### src/rtl/rv_pkg_v.sv
// Shared RV32I definitions for the MEM stage: funct3 codes,
// FSM state encodings and the MEM/WB register bundle.
package rv_pkg_v;

  localparam logic [2:0] F3_LB  = 3'd0;
  localparam logic [2:0] F3_LH  = 3'd1;
  localparam logic [2:0] F3_LW  = 3'd2;
  localparam logic [2:0] F3_LBU = 3'd4;
  localparam logic [2:0] F3_LHU = 3'd5;

  localparam logic [2:0] F3_SB  = 3'd0;
  localparam logic [2:0] F3_SH  = 3'd1;
  localparam logic [2:0] F3_SW  = 3'd2;

  localparam logic S_IDLE = 1'b0;
  localparam logic S_WAIT = 1'b1;

  typedef struct packed {
    logic        is_valid;
    logic        reg_write;
    logic        misaligned;
    logic [31:0] pc;
    logic [31:0] instr;
    logic [31:0] data;
    logic [4:0]  rd;
  } mem_wb_t;

endpackage

### src/rtl/load_align_v.sv
// Load extraction: shifts the read word down to its byte lane and
// sign/zero-extends. In: rdata, a, funct3. Out: data, illegal.
module load_align_v (
  input  logic [31:0] rdata,
  input  logic [1:0]  a,
  input  logic [2:0]  funct3,
  output logic [31:0] data,
  output logic        illegal
);
  import rv_pkg_v::*;

  logic [31:0] sh;

  always_comb begin
    sh      = rdata >> {a, 3'b000};
    data    = '0;
    illegal = 1'b0;
    unique case (funct3)
      F3_LB:   data = {{24{sh[7]}}, sh[7:0]};
      F3_LH:   data = {{16{sh[15]}}, sh[15:0]};
      F3_LW:   data = sh;
      F3_LBU:  data = {24'b0, sh[7:0]};
      F3_LHU:  data = {16'b0, sh[15:0]};
      default: illegal = 1'b1;
    endcase
  end

endmodule

### src/rtl/mem_stage_v.sv
// MEM stage: issues loads/stores over a req/ack data-memory port,
// stalls upstream while waiting and registers the MEM/WB bundle.
// In: EX/MEM bundle, dmem_ack/rdata. Out: mem_stall, dmem_*, wb_*.
module mem_stage_v #(
  parameter int ADDR_W = 32
) (
  input  logic              clk,
  input  logic              reset,
  input  logic              mem_isValid,
  input  logic [31:0]       mem_pc,
  input  logic [31:0]       mem_instr,
  input  logic [4:0]        mem_rd,
  input  logic              mem_mem_read,
  input  logic              mem_mem_write,
  input  logic              mem_reg_write,
  input  logic [31:0]       mem_result,
  input  logic [31:0]       mem_sData,
  output logic              mem_stall,
  output logic              dmem_req,
  output logic              dmem_we,
  output logic [ADDR_W-1:0] dmem_addr,
  output logic [3:0]        dmem_be,
  output logic [31:0]       dmem_wdata,
  input  logic              dmem_ack,
  input  logic [31:0]       dmem_rdata,
  output logic              wb_isValid,
  output logic              wb_reg_write,
  output logic              wb_misaligned,
  output logic [31:0]       wb_pc,
  output logic [31:0]       wb_instr,
  output logic [31:0]       wb_data,
  output logic [4:0]        wb_rd
);
  import rv_pkg_v::*;

  logic        state_q, state_d;
  mem_wb_t     wb_q, wb_d;

  logic [1:0]  a;
  logic [2:0]  f3;
  logic        is_mem, is_st, is_ld;
  logic        st_mis, ld_mis, mis;
  logic        ld_ill;
  logic [31:0] ld_data;

  assign a  = mem_result[1:0];
  assign f3 = mem_instr[14:12];

  load_align_v u_load_align (
    .rdata   (dmem_rdata),
    .a       (a),
    .funct3  (f3),
    .data    (ld_data),
    .illegal (ld_ill)
  );

  // Read+write together is a store.
  always_comb begin
    is_mem = mem_isValid & (mem_mem_read | mem_mem_write);
    is_st  = is_mem & mem_mem_write;
    is_ld  = is_mem & ~mem_mem_write;
    st_mis = (f3 == F3_SH & a[0])
           | (f3 == F3_SW & |a)
           | (f3 > F3_SW);
    ld_mis = ld_ill
           | (f3[1:0] == 2'b01 & a[0])
           | (f3 == F3_LW & |a);
    mis    = is_st ? st_mis : ld_mis;
  end

  always_comb begin
    dmem_be    = 4'b1111;
    dmem_wdata = mem_sData;
    if (is_st) begin
      unique case (f3)
        F3_SB: begin
          dmem_be    = 4'b0001 << a;
          dmem_wdata = {4{mem_sData[7:0]}};
        end
        F3_SH: begin
          dmem_be    = 4'b0011 << a;
          dmem_wdata = {2{mem_sData[15:0]}};
        end
        default: ;
      endcase
    end
  end

  assign dmem_we   = is_st;
  assign dmem_addr = {mem_result[ADDR_W-1:2], 2'b00};
  assign dmem_req  = ~reset
                   & ((state_q == S_WAIT)
                   | (is_mem & ~mis));
  assign mem_stall = dmem_req & ~dmem_ack;

  // A request without ack waits; anything else returns to IDLE.
  assign state_d = mem_stall ? S_WAIT : S_IDLE;

  always_comb begin
    wb_d = wb_q;
    if (!mem_stall) begin
      unique case (1'b1)
        !mem_isValid: begin
          wb_d.is_valid  = 1'b0;
          wb_d.reg_write = 1'b0;
        end
        is_mem & mis: begin
          wb_d.is_valid   = 1'b1;
          wb_d.reg_write  = 1'b0;
          wb_d.misaligned = 1'b1;
          wb_d.pc         = mem_pc;
          wb_d.instr      = mem_instr;
          wb_d.rd         = mem_rd;
          wb_d.data       = mem_result;
        end
        is_st & ~mis: begin
          wb_d.is_valid   = 1'b1;
          wb_d.reg_write  = 1'b0;
          wb_d.misaligned = 1'b0;
          wb_d.pc         = mem_pc;
          wb_d.instr      = mem_instr;
          wb_d.rd         = mem_rd;
          wb_d.data       = mem_result;
        end
        is_ld & ~mis: begin
          wb_d.is_valid   = 1'b1;
          wb_d.reg_write  = mem_reg_write;
          wb_d.misaligned = 1'b0;
          wb_d.pc         = mem_pc;
          wb_d.instr      = mem_instr;
          wb_d.rd         = mem_rd;
          wb_d.data       = ld_data;
        end
        default: begin
          wb_d.is_valid   = 1'b1;
          wb_d.reg_write  = mem_reg_write;
          wb_d.misaligned = 1'b0;
          wb_d.pc         = mem_pc;
          wb_d.instr      = mem_instr;
          wb_d.rd         = mem_rd;
          wb_d.data       = mem_result;
        end
      endcase
    end
  end

  always_ff @(posedge clk) begin
    if (reset) begin
      state_q <= S_IDLE;
      wb_q    <= '0;
    end else begin
      state_q <= state_d;
      wb_q    <= wb_d;
    end
  end

  assign wb_isValid    = wb_q.is_valid;
  assign wb_reg_write  = wb_q.reg_write;
  assign wb_misaligned = wb_q.misaligned;
  assign wb_pc         = wb_q.pc;
  assign wb_instr      = wb_q.instr;
  assign wb_data       = wb_q.data;
  assign wb_rd         = wb_q.rd;

endmodule

### config.mk
export PLATFORM = sky130hd
export DESIGN_NAME = mem_stage_v
export DESIGN_NICKNAME = d
export VERILOG_FILES = /design/src/rtl/rv_pkg_v.sv /design/src/rtl/load_align_v.sv /design/src/rtl/mem_stage_v.sv
export SDC_FILE = /design/constraint.sdc
export NUM_CORES = 1
export LEC_CHECK = 0
export BUFFER_PORTS_ARGS = -buffer_cell sky130_fd_sc_hd__buf_4
export CAP_MARGIN = 30
export CORE_AREA = 2 2 135 137
export CTS_BUF_LIST = sky130_fd_sc_hd__clkbuf_4 sky130_fd_sc_hd__clkbuf_8
export DETAILED_ROUTE_END_ITERATION = 8
export DIE_AREA = 0 0 137 139
export GPL_TIMING_DRIVEN = 0
export PLACE_DENSITY = 0.67
export SETUP_SLACK_MARGIN = 0.05
export SLEW_MARGIN = 5
export SYNTH_ARGS = -nofsm -noshare
export SYNTH_HDL_FRONTEND = slang
export SYNTH_SLANG_ARGS = --single-unit
### constraint.sdc
create_clock -name clk -period 1.9 [get_ports clk]
set_clock_uncertainty 0.1 [all_clocks]
set_input_delay 0.285 -clock clk [delete_from_list [all_inputs] [get_ports clk]]
set_output_delay 0.285 -clock clk [all_outputs]
set_load 0.005 [all_outputs]
== After elaboration in Yosys (flattened, before gate mapping) ==
Index checks and enable logic that the tools add are counted.
Widths: inputs -> output; s select.

* $lt $le $gt $ge: 1
* Equality and inequality tests: 5
* Shift operators: 3
* Multiplexer cells: 10
* Bitwise logic cells: 23
* Reduce and logical (&&, ||, !) cells: 6

{| class="wikitable"
|+ Operators by type and width
! kind !! count
|-
| $pmux 102 s3 || 1
|-
| $pmux 32 s5 || 1
|-
| $pmux 32 s2 || 1
|-
| $mux 32 || 1
|-
| $shr 32x5->32 || 1
|-
| $and 1x1->1 || 12
|-
| $pmux 4 s2 || 1
|-
| $eq 3x3->1 const B || 2
|-
| $or 1x1->1 || 6
|-
| $not 1->1 || 5
|-
| $reduce_or 5->1 || 1
|-
| $mux 4 || 1
|-
| $pmux 2 s2 || 1
|-
| $reduce_or 2->1 || 2
|-
| $shl 1x2->4 const A || 1
|-
| $shl 2x2->4 const A || 1
|-
| $eq 3x1->1 const B || 1
|-
| $eq 3x2->1 const B || 1
|-
| $gt 3x2->1 const B || 1
|-
| $logic_not 3->1 || 1
|-
| $mux 1 || 3
|-
| $eq 2x1->1 const B || 1
|-
| $reduce_and 2->1 || 1
|-
| $logic_not 1->1 || 1
|}

* Register bits after elaboration: 105
* Input bits: 172
* Output and inout port bits: 175
* Word-level logic and storage cells: 56

== Logic depth before layout (Yosys ltp) ==
Gate-level depths: netlist of run 1.

* Word-level depth: 13
* Gate-level depth with buffers: 7
* Depth with buffers taken out: 4

== By module ==
From an unflattened synthesis of run 1, not the netlist that was laid out.

* Cell total of the unflattened synthesis: 652
* Area, all modules: 5492.8 µm²

{| class="wikitable"
|+ By module, submodules not included
! module !! times used !! cells each !! area an instance (µm²) !! seq. area each (µm²)
|-
| mem_stage_v || 1 || 543 || 4689.5 || 2102.0
|-
| load_align_v || 1 || 109 || 803.3 || 0.0
|}

== Worst setup path before layout of run 1 ==
Ideal clock, no wire load.

* Path type: input port to output port
* Start: input mem_isValid
* End: output dmem_wdata[24]
* Data arrival time: 1577 ps
* Required time: 1515 ps
* Path slack: -62 ps
* Stages: 5
* Path buffers: 2
* Path through: buf_2 -> nand2_1 -> nor3_2 -> buf_2 -> mux2_2

* Word-level cells in the longest chain between the ends: 3

{| class="wikitable"
|+ Ends and longest elaborated chain
! item !! RTL line !! source
|-
| start: declaration || mem_stage_v.sv:9 || <nowiki>input logic mem_isValid,</nowiki>
|-
| $and 1x1->1 || mem_stage_v.sv:59 || <nowiki>is_mem = mem_isValid & (mem_mem_read | mem_mem_write);</nowiki>
|-
| $and 1x1->1 || mem_stage_v.sv:60 || <nowiki>is_st = is_mem & mem_mem_write;</nowiki>
|-
| $mux 32 || mem_stage_v.sv:74 || <nowiki>if (is_st) begin</nowiki>
|-
| end: declaration || mem_stage_v.sv:23 || <nowiki>output logic [31:0] dmem_wdata,</nowiki>
|}

Every way passes these cells.

== Final worst setup path of run 1 ==
* Start: input mem_instr[12]
* End: output mem_stall

* Word-level cells in the longest chain between the ends: 11
* Elaborated cells on any way between the ends: 22
* Classes of those cells: order compare: 1; eq/ne: 5; mux: 2; bitwise: 12; reduce/logical: 2

{| class="wikitable"
|+ Ends and longest elaborated chain
! item !! RTL line !! source
|-
| start: declaration || mem_stage_v.sv:11 || <nowiki>input logic [31:0] mem_instr,</nowiki>
|-
| $eq 3x1->1 (tied with other cells) || load_align_v.sv:18, mem_stage_v.sv:62 ||
|-
| $reduce_or 5->1 (no line) || n/a ||
|-
| $mux 1 || load_align_v.sv:18 || <nowiki>unique case (funct3)</nowiki>
|-
| $or 1x1->1 || mem_stage_v.sv:66 || <nowiki>| (f3[1:0] == 2'b01 & a[0])</nowiki>
|-
| $or 1x1->1 || mem_stage_v.sv:67 || <nowiki>| (f3 == F3_LW & |a);</nowiki>
|-
| $mux 1 (*) || mem_stage_v.sv:68 || <nowiki>mis = is_st ? st_mis : ld_mis;</nowiki>
|-
| $not 1->1 (*) || mem_stage_v.sv:93 || <nowiki>| (is_mem & ~mis));</nowiki>
|-
| $and 1x1->1 (*) || mem_stage_v.sv:93 ||
|-
| $or 1x1->1 (*) || mem_stage_v.sv:93 ||
|-
| $and 1x1->1 (*) || mem_stage_v.sv:92 || <nowiki>& ((state_q == S_WAIT)</nowiki>
|-
| $and 1x1->1 (*) || mem_stage_v.sv:94 || <nowiki>assign mem_stall = dmem_req & ~dmem_ack;</nowiki>
|-
| end: declaration || mem_stage_v.sv:18 || <nowiki>output logic mem_stall,</nowiki>
|}

Every way passes the cells marked *; elsewhere a longest branch is shown, timed or not.

==> out/results.txt, run 1 <==
status: complete, no violations
share of cells above drive strength 1: 47.8%
Synth Area in XOR/XNOR: 0%
Post-Synth Simple-Gate Area: 13.9%
internal power: 3.71 mW
CP Cell Sequence: buf_12 > nor4_4 > o211ai_1 > a211oi_2 > buf_4
crit end category: output port
Max-Cap Viols: 0
Yosys Warn Count: 0
vias in the first global route: 6583
Min Hold Slack: 0.0239 ns
Met1 Wirelength: 9.91 mm
critical path fanouts, max: 5
Max Clk Rate: 0.531 GHz
1st-pass router iterations: 5
Final min period: 1.88 ns
Die Span Y: 139 microns
Post-Route Setup TNS: 0 ns
leakage power: 4.24 nW
final layout net count: 1248
GPL Wtd Cong: 0.881
complex-gate fraction of the synthesized area: 29.7%
number of remaining DRC errors: 0
WP data required: 1.51 ns
clock power share: 27.4%
I/O Pins: 347
gr ovfl total: 0
die area: 19000 sq um
Top FF cell, synth: dfxtp_1
combinational family with the most area after synthesis: compound AO/OA/AOI/OAI gates
Num CTS Buffers: 9
Switching Power: 1.69 mW
initial antenna violation count: 0
initial DRC count: 407
Yosys cell types: 62
fin crit share: 99.2%
RSZ-0062 raised after global routing: yes
number of inserted diodes: 0
Avg Inst Size Synth: 8.38 sq um
global-route wire length before repair: 36.4 mm
Synth Area in Adders: 0%
Reg2Reg Depth: 6
met2 wire length: 12.3 mm
maximum vdd drop: 0.000348 V
clock root buffer: clkbuf_8
Top Metal Used: met4
Avg WL per Cell: 18.7 microns
clk sinks: 105
I/O Buffers: 341
Worst Tran Pin Value: 0.932 ns
register area share after synthesis: 35.4%
Post-synth ARST share: 0%
mux cell area share after synthesis: 8.48%
CP max stage delay: 0.34 ns
CP max-delay cell: a211oi_2
TritonCTS clock tree: yes
crit path from: mem_instr[12]
drt total wl: 24.5 mm
Synth Instances: 708
Syn-to-layout area delta: 57.3%
Final Max Tran Viols: 0
largest net degree at the start of global routing: 22
Final ANT Viol Nets: 0
DIE WIDTH: 137 microns
H-Tree Depth: 3
HP Class: in2reg
Post-synth EDFFs: 0
Worst-path clk slew: 0.12 ns
logic gate share of total power: 28.0%
Slew HR: 37.3%
Netlist Area Pre-Place: 5930 sq um
Max clock buf depth: 2
RR Endpoint: wb_data[15]$_SDFFE_PP0P_
crit path kind: in2out
initial cell density of the core: 33.6%
CP Launch Type: primary input
reg2reg start: state_q$_SDFF_PP0_
Core ar.: 17700 sq um
Clk Latency, worst-skew pair: 0.38 ns
worst endpoint data arrival time: 1.50 ns
DR vias/cell: 5.22
pwr dens: 578 nW/um^2
crit path to: mem_stall
synthesis-stage register bit count: 105
detailed placement HPWL: 19.3 mm
R2R Setup Slk: 0.18 ns
met3 routed wirelength: 1.62 mm
share of power burned in registers: 44.6%
Sw Ratio: 31.4%
via count: 6843
gr usage total: 24.6%
Site Rows: 49
Hold Violations, Final: 0
Final setup viols: 0
[placed cells by master (no fill, tap or decap), drive strengths merged, types with 23 or more instances in the layout]
cell type,Yosys,final
buf,77,431
mux2i,30,30
clkbuf,32,42
nand3,79,79
inv,18,24
nand2,23,23
dfxtp,105,105
o21ai,101,101
a21oi,98,98
nor2,29,29
[metal layers]
metal	vias up	global-route usage (%)
li1	3306	-
met1	3206	30.0
met2	287	42.9
met3	44	3.84
met4	0	9.33
met5	-	0
[worst min-delay path by stage]
stage                                   start                         to  slack (ns)  cells past startpoint
global route                       mem_pc[12]     wb_pc[12]$_SDFFE_PP0P_        0.02                      3
finish                          mem_reg_write  wb_reg_write$_SDFFE_PP0N_        0.02                      2
detailed placement  wb_reg_write$_SDFFE_PP0N_  wb_reg_write$_SDFFE_PP0N_        0.36                      1
floorplan                            dmem_ack         state_q$_SDFF_PP0_        0.26                      1
global placement    wb_reg_write$_SDFFE_PP0N_  wb_reg_write$_SDFFE_PP0N_        0.36                      1
CTS                             mem_reg_write  wb_reg_write$_SDFFE_PP0N_       0.007                      2
[area by class of cell]
cell class | count | area, sq um
multi-input combinational | 476 | 3190
clock buffer | 9 | 124
sequential | 105 | 2100
inverter | 19 | 71.3
buffer | 108 | 742
timing repair buffer | 357 | 2740
fill | 1742 | 8320
clock inverter | 7 | 76.3
tap | 229 | 287
[power groups by stage]
stage	clock, mW	sequential, mW	combinational (mW)
final	1.48	2.41	1.51
after global routing	1.60	2.42	1.63
after CTS	1.53	2.41	1.46
after detailed placement	0	2.46	1.44
after global placement	0	2.45	1.43
after floorplan	0	2.46	0.608
[cell families (layout without fill, tap and decap cells)]
logic type,after synthesis,in the layout
AO/OA/AOI/OAI,272,272
AND/OR/NAND/NOR,154,154
buffers and inverters,128,500
flip-flops,105,105
multiplexers,48,48
other,1,2
[repair_timing]
item,CTS,global route
setup endpoints to repair,60,79
buffers inserted,5,10
gates resized for setup,26,53
endpoints found under the hold margin,1,0
pin swaps,4,7
hold buffers,1,0
[worst max-delay path: cells and delay by family]
| family | cells | cell delay, ns |
|---|---|---|
| compound gates | 2 | 0.58 |
| buf+inv | 2 | 0.29 |
| simple gates | 1 | 0.33 |
[cells in the mapped netlist, drive strengths merged, types with 4 or more instances]
cell type,count,area [sq um]
a2111oi,9,78.8
a21oi,98,494
a22oi,8,65.1
a311oi,8,76.3
buf,77,537
clkbuf,32,126
dfxtp,105,2100
inv,18,67.6
mux2,18,203
mux2i,30,300
nand2,23,86.3
nand3,79,418
nor2,29,111
nor3,4,35.0
o21ai,101,509
o221ai,18,262
o2bb2ai,8,70.1
o32ai,8,70.1
[registers in the layout (all words and copies together), names as in the netlist]
signal / flops
wb_reg_write: 1
wb_isValid: 1
wb_pc: 32
wb_data: 32
wb_instr: 32
state_q: 1
wb_rd: 5
wb_misaligned: 1
[metrics by stage]
step / util, % / setup slack [ns] / area (sq um) / instances / total power, mW
after detailed placement: 49.9 / -0.596 / 8800 / 1279 / 3.89
after global routing: 52.9 / -0.0140 / 9330 / 1310 / 5.65
after CTS: 51.6 / -0.0124 / 9120 / 1301 / 5.40
final: 52.9 / 0.0155 / 9330 / 1310 / 5.40
after floorplan: - / 0.0190 / 5960 / 709 / 3.07
after global placement: 49.9 / -0.606 / 8800 / 1279 / 3.88
Power figures use the tool's default switching activity.
==> run 2, diff against run 1 <==
--- a/config.mk
+++ b/config.mk
@@ -12,9 +12,9 @@
 export DETAILED_ROUTE_END_ITERATION = 8
 export DIE_AREA = 0 0 137 139
 export GPL_TIMING_DRIVEN = 0
-export PLACE_DENSITY = 0.67
 export SETUP_SLACK_MARGIN = 0.05
 export SLEW_MARGIN = 5
 export SYNTH_ARGS = -nofsm -noshare
 export SYNTH_HDL_FRONTEND = slang
+export SYNTH_HIERARCHICAL = 1
 export SYNTH_SLANG_ARGS = --single-unit
==> out/results.txt, run 2 <==
status: complete, no violations
die area: 19000 sq um
TritonCTS clock tree: yes
register area share after synthesis: 38.3%
Layout Utilization: 53.6%
Final Cell Area: 9460 sq um
crit path kind: in2out
Die Span Y: 139 microns
DR vias/cell: 4.68
detailed placement HPWL: 16.2 mm
Yosys Warn Count: 6
Site Rows: 49
RR Endpoint: wb_data[7]$_SDFFE_PP0P_
vias in the first global route: 5987
I/O Buffers: 342
most common cell in the netlist: nand2_1
drt total wl: 21.4 mm
Hold Violations, Final: 0
Synth Area in Adders: 0%
critical path fanouts, max: 4
Final setup viols: 0
Synth Instances: 652
H-Tree Depth: 3
complex-gate fraction of the synthesized area: 21.4%
share of the synthesized area in the top cell type: 38.3%
Num CTS Buffers: 9
gr usage total: 21.7%
Multi-input gate area: 2990 sq um
most frequent cells in the layout: 385 x buf_4, 154 x nand2_1, 104 x dfxtp_1
Top FF cell, synth: dfxtp_1
CP Launch Type: primary input
Syn-to-layout area delta: 72.3%
Synth Area in XOR/XNOR: 0%
via count: 6052
initial antenna violation count: 0
number of remaining DRC errors: 0
DP Area: 8390 sq um
Max Clk Rate: 0.542 GHz
Max clock buf depth: 2
Final Max Tran Viols: 0
GPL Wtd Cong: 0.828
fin crit share: 97.1%
crit path from: mem_instr[12]
Worst-path clk slew: 0.13 ns
Placed Cells: 1225
Post-Synth Simple-Gate Area: 15.8%
maximum vdd drop: 0.000410 V
number of inserted diodes: 0
share of cells above drive strength 1: 47.0%
mux cell area share after synthesis: 14.2%
min-delay src: mem_instr[30]
combinational family with the most area after synthesis: compound AO/OA/AOI/OAI gates
RSZ-0062 raised after global routing: yes
Hold Path Sink: wb_instr[30]$_SDFFE_PP0P_
crit end category: output port
initial cell density of the core: 31.1%
Max-Cap Viols: 0
filler cell count: 1715
DIE WIDTH: 137 microns
hold depth: 3
WP data required: 1.51 ns
Core ar.: 17700 sq um
Clk Latency, worst-skew pair: 0.39 ns
Netlist Area Pre-Place: 5490 sq um
most common cell after layout, fill and taps aside: buf_4
clock root buffer: clkbuf_8
Avg WL per Cell: 16.5 microns
I/O Pins: 347
largest cells by area after synthesis: dfxtp_1 38%, mux2i_1 11%, nand2_1 11%, a21oi_1 7.7%, o2bb2ai_1 6.1%
most frequent cells after synthesis: 154 x nand2_1, 105 x dfxtp_1, 84 x a21oi_1
final layout net count: 1232
gr ovfl total: 0
global-route wire length before repair: 32.3 mm
Avg Inst Size Synth: 8.42 sq um
synthesis-stage register bit count: 105
worst endpoint data arrival time: 1.46 ns
initial DRC count: 251
pwr dens: 580 nW/um^2
1st-pass router iterations: 4
Slew HR: 61.7%
largest net degree at the start of global routing: 23
Post-synth EDFFs: 0
Synth area leader: dfxtp_1
HP Class: in2reg
Yosys cell types: 47
Post-Layout Cell Count: 1294
R2R Setup Slk: 0.14 ns
Worst Tran Pin Value: 0.574 ns
reg2reg start: state_q$_SDFF_PP0_
leakage power: 4.64 nW
Post-synth ARST share: 0%
Final ANT Viol Nets: 0
Reg2Reg Depth: 7
clk sinks: 105
Final min period: 1.85 ns
register area: 2100 sq um
[run 2: cell types whose count changed in the layout (fill, tap and decap cells not counted), sizes merged, moves of 9 or more]
cell and change:
nor2 -11, inv -21, o2bb2ai +30, clkbuf -10
a211oi +12, a2111oi -9, o21ai -76, nand2 +132
nand3 -79, dlygate4sd3 +37, a21oi -14, mux2i +29
o221ai -17
[run 2: worst max path at each step]
stage | to | slack [ns] | depth (start not counted)
2_1_floorplan | wb_data[10]$_SDFFE_PP0P_ | -0.19 | 10
3_3_place_gp | wb_data[9]$_SDFFE_PP0P_ | -0.85 | 11
3_5_place_dp | wb_data[2]$_SDFFE_PP0P_ | -0.86 | 11
4_1_cts | mem_stall | 0.02 | 6
5_1_grt | dmem_wdata[15] | -0.005 | 6
6_report | dmem_req | 0.05 | 8
[run 2: routing by layer]
metal / GRT usage [%] / share of wire [%]
met3: 5.04 / 6.9
met1: 26.5 / 41
met2: 36.2 / 49
met4: 9.60 / 3.3
met5: 0 / 0
[run 2: cell families after synthesis]
group,Yosys count
buffers and inverters,90
AO/OA/AOI/OAI,179
flip-flops,105
AND/OR/NAND/NOR,201
other,1
multiplexers,76
[run 2: stage by stage]
stage	TNS, ns	power [mW]	setup WS, ns	hold slack (ns)
after global routing	-0.0109	5.78	-0.00499	0.00402
after floorplan	-5.92	3.06	-0.194	0.321
after CTS	0	5.50	0.0204	0.0000139
after global placement	-82.33	3.86	-0.846	0.342
final	0	5.49	0.0543	0.0213
after detailed placement	-81.25	3.87	-0.865	0.347
[run 2: critical path, stage by stage]
cell	delay (ns)
buf_12	0.11
buf_8	0.12
or3b_4	0.40
nor2_4	0.13
nor2_4	0.04
a21oi_2	0.16
nor2_2	0.07
buf_4	0.14
[run 2: what timing repair did]
item / CTS / global route
endpoints found under the hold margin: 38 / 0
setup buffers: 11 / 3
endpoints found under the setup margin: 132 / 115
gates resized for setup: 43 / 40
pin swaps: 9 / 10
hold buffers: 38 / 0
cloned: 0 / 2
[run 2: cell type report]
class / instances / area share, %
inverter: 2 / 0.0793
multi-input combinational: 458 / 31.6
tap: 229 / 3.03
sequential: 105 / 22.2
buffer: 87 / 6.80
timing repair buffer: 397 / 33.9
clock buffer: 9 / 1.31
clock inverter: 7 / 1.04
[run 2: power breakdown]
| group | leakage, nW | switching, mW | internal, mW |
|---|---|---|---|
| logic | 3.66 | 0.674 | 0.914 |
| clock network | 0.108 | 0.953 | 0.539 |
| registers | 0.866 | 0.0722 | 2.34 |
==> run 3, diff against run 2 <==
--- a/config.mk
+++ b/config.mk
@@ -7,10 +7,10 @@
 export LEC_CHECK = 0
 export BUFFER_PORTS_ARGS = -buffer_cell sky130_fd_sc_hd__buf_4
 export CAP_MARGIN = 30
-export CORE_AREA = 2 2 135 137
+export CORE_AREA = 2 2 133 135
 export CTS_BUF_LIST = sky130_fd_sc_hd__clkbuf_4 sky130_fd_sc_hd__clkbuf_8
 export DETAILED_ROUTE_END_ITERATION = 8
-export DIE_AREA = 0 0 137 139
+export DIE_AREA = 0 0 135 137
 export GPL_TIMING_DRIVEN = 0
 export SETUP_SLACK_MARGIN = 0.05
 export SLEW_MARGIN = 5
==> constraint.sdc (replaced) <==
create_clock -name clk -period 1.7 [get_ports clk]
set_clock_uncertainty 0.1 [all_clocks]
set_input_delay 0.255 -clock clk [delete_from_list [all_inputs] [get_ports clk]]
set_output_delay 0.255 -clock clk [all_outputs]
set_load 0.005 [all_outputs]
==> out/results.txt, run 3 (same netlist as run 2, synthesis figures left out) <==
status: finished with violations
violated checks: negative setup slack
Reg2Reg Depth: 7
Worst Tran Pin Value: 0.645 ns
R2R Setup Slk: -0.07 ns
RSZ-0062 raised after global routing: yes
fin crit share: 105%
worst endpoint data arrival time: 1.43 ns
reg2reg start: state_q$_SDFF_PP0_
Max-Cap Viols: 0
CP max-delay cell: or3b_4
Site Rows: 48
H-Tree Depth: 3
Clk Latency, worst-skew pair: 0.38 ns
Syn-to-layout area delta: 89.0%
largest net degree at the start of global routing: 21
hold depth: 3
register area: 2100 sq um
Max clock buf depth: 2
maximum vdd drop: 0.000535 V
Final min period: 1.78 ns
Final Cell Area: 10400 sq um
cell family with most CP delay: simple AND/OR/NAND/NOR gates
CP Cell Sequence: buf_12 > buf_8 > or3b_4 > nor2_4 > nor2_2 > a21oi_1 > nor2_1 > buf_4
pwr dens: 615 nW/um^2
initial cell density of the core: 32.2%
share of cells above drive strength 1: 55.6%
critical path fanouts, max: 5
Buffers & Inverters on Critical Path: 3
Hold Violations, Final: 0
RR Endpoint: wb_pc[11]$_SDFFE_PP0P_
Final setup viols: 70
DIE WIDTH: 135 microns
detailed placement HPWL: 17.2 mm
1st-pass router iterations: 4
initial DRC count: 265
Num CTS Buffers: 9
drt total wl: 23.6 mm
final layout net count: 1256
Multi-input gate area: 3350 sq um
CP max stage delay: 0.40 ns
GPL Wtd Cong: 0.860
leakage power: 4.96 nW
crit end category: output port
Final Max Tran Viols: 0
Final ANT Viol Nets: 0
Slew HR: 57.0%
Hold Path Sink: wb_instr[5]$_SDFFE_PP0P_
HP Class: in2reg
min-delay src: mem_instr[5]
initial antenna violation count: 0
gr ovfl total: 0
crit path kind: in2out
CP Launch Type: primary input
worst setup margin: -0.0826 ns
Worst-path clk slew: 0.11 ns
number of remaining DRC errors: 0
Core ar.: 17100 sq um
global-route wire length before repair: 35.0 mm
gr usage total: 24.5%
number of inserted diodes: 0
DR vias/cell: 4.84
WP data required: 1.34 ns
most frequent cells in the layout: 379 x buf_4, 126 x nand2_1, 104 x dfxtp_1
DP Area: 8440 sq um
most common cell after layout, fill and taps aside: buf_4
die area: 18500 sq um
I/O Buffers: 342
via count: 6359
crit path from: mem_instr[12]
I/O Pins: 347
clk sinks: 105
vias in the first global route: 6295
Die Span Y: 137 microns
filler cell count: 1519
clock root buffer: clkbuf_8
Max Clk Rate: 0.561 GHz
dpl ws: -1.13 ns
Avg WL per Cell: 18.0 microns
TritonCTS clock tree: yes
==> run 3: cell count changes in the layout (fill, tap and decap cells not counted), sizes merged <==
cell / change
buf: +29
clkbuf: -4
clkinv: -2
dlygate4sd3: -1
inv: +2
==> run 3: tightest hold or removal path, stage by stage <==
cell     delay, ns
buf_4         0.11
nand2_1       0.04
a21oi_1       0.05
==> run 3: area by class of cell <==
cell class,count,area share (%)
buffer,86,8.11
clock buffer,9,1.19
clock inverter,7,0.687
inverter,2,0.0723
multi-input combinational,458,32.3
sequential,105,20.3
tap,225,2.71
timing repair buffer,422,34.7
==> run 3: how the worst max path moves through the flow <==
stage	end	slack [ns]	cells past startpoint
floorplan	wb_data[10]$_SDFFE_PP0P_	-0.36	10
global placement	wb_data[4]$_SDFFE_PP0P_	-1.14	11
detailed placement	wb_data[4]$_SDFFE_PP0P_	-1.13	11
CTS	wb_data[4]$_SDFFE_PP0P_	-0.15	11
global route	dmem_req	-0.14	8
finish	dmem_req	-0.08	8
==> run 3: report_power, final <==
| group | switching [mW] | internal (mW) | leakage, nW | total (mW) |
|---|---|---|---|---|
| registers | 0.0899 | 2.61 | 0.866 | 2.70 |
| logic | 0.866 | 1.21 | 3.99 | 2.08 |
| clock network | 1.03 | 0.575 | 0.0991 | 1.60 |
==> run 3: per-stage QoR <==
stage          power [mW]  setup TNS [ns]  cells  util (%)  hold WS (ns)
2_1_floorplan        3.44          -15.78    653         -         0.295
3_3_place_gp         4.36          -95.52   1220      49.5         0.343
3_5_place_dp         4.36          -97.92   1220      49.5         0.347
4_1_cts              6.31           -3.24   1311      58.6      0.000590
5_1_grt              6.69           -9.69   1314      60.9       0.00517
6_report             6.38           -1.50   1314      60.9        0.0126
==> run 3: routing by layer <==
metal  vias to the layer above  track usage (%)  wire length [microns]
li1                       3100                -                      -
met1                      2963             29.4                   9430
met2                       266             42.7                  11800
met3                        30             6.93                   2010
met4                         0             6.94                    415
met5                         -                0                      0
==> run 3: repair_timing <==
item	4_1_cts	5_1_grt
gates cloned	9	1
gates resized for setup	153	98
hold buffers	36	1
endpoints found under the setup margin	133	134
hold endpoints to repair	36	1
pin swaps	46	15
setup buffers	30	3
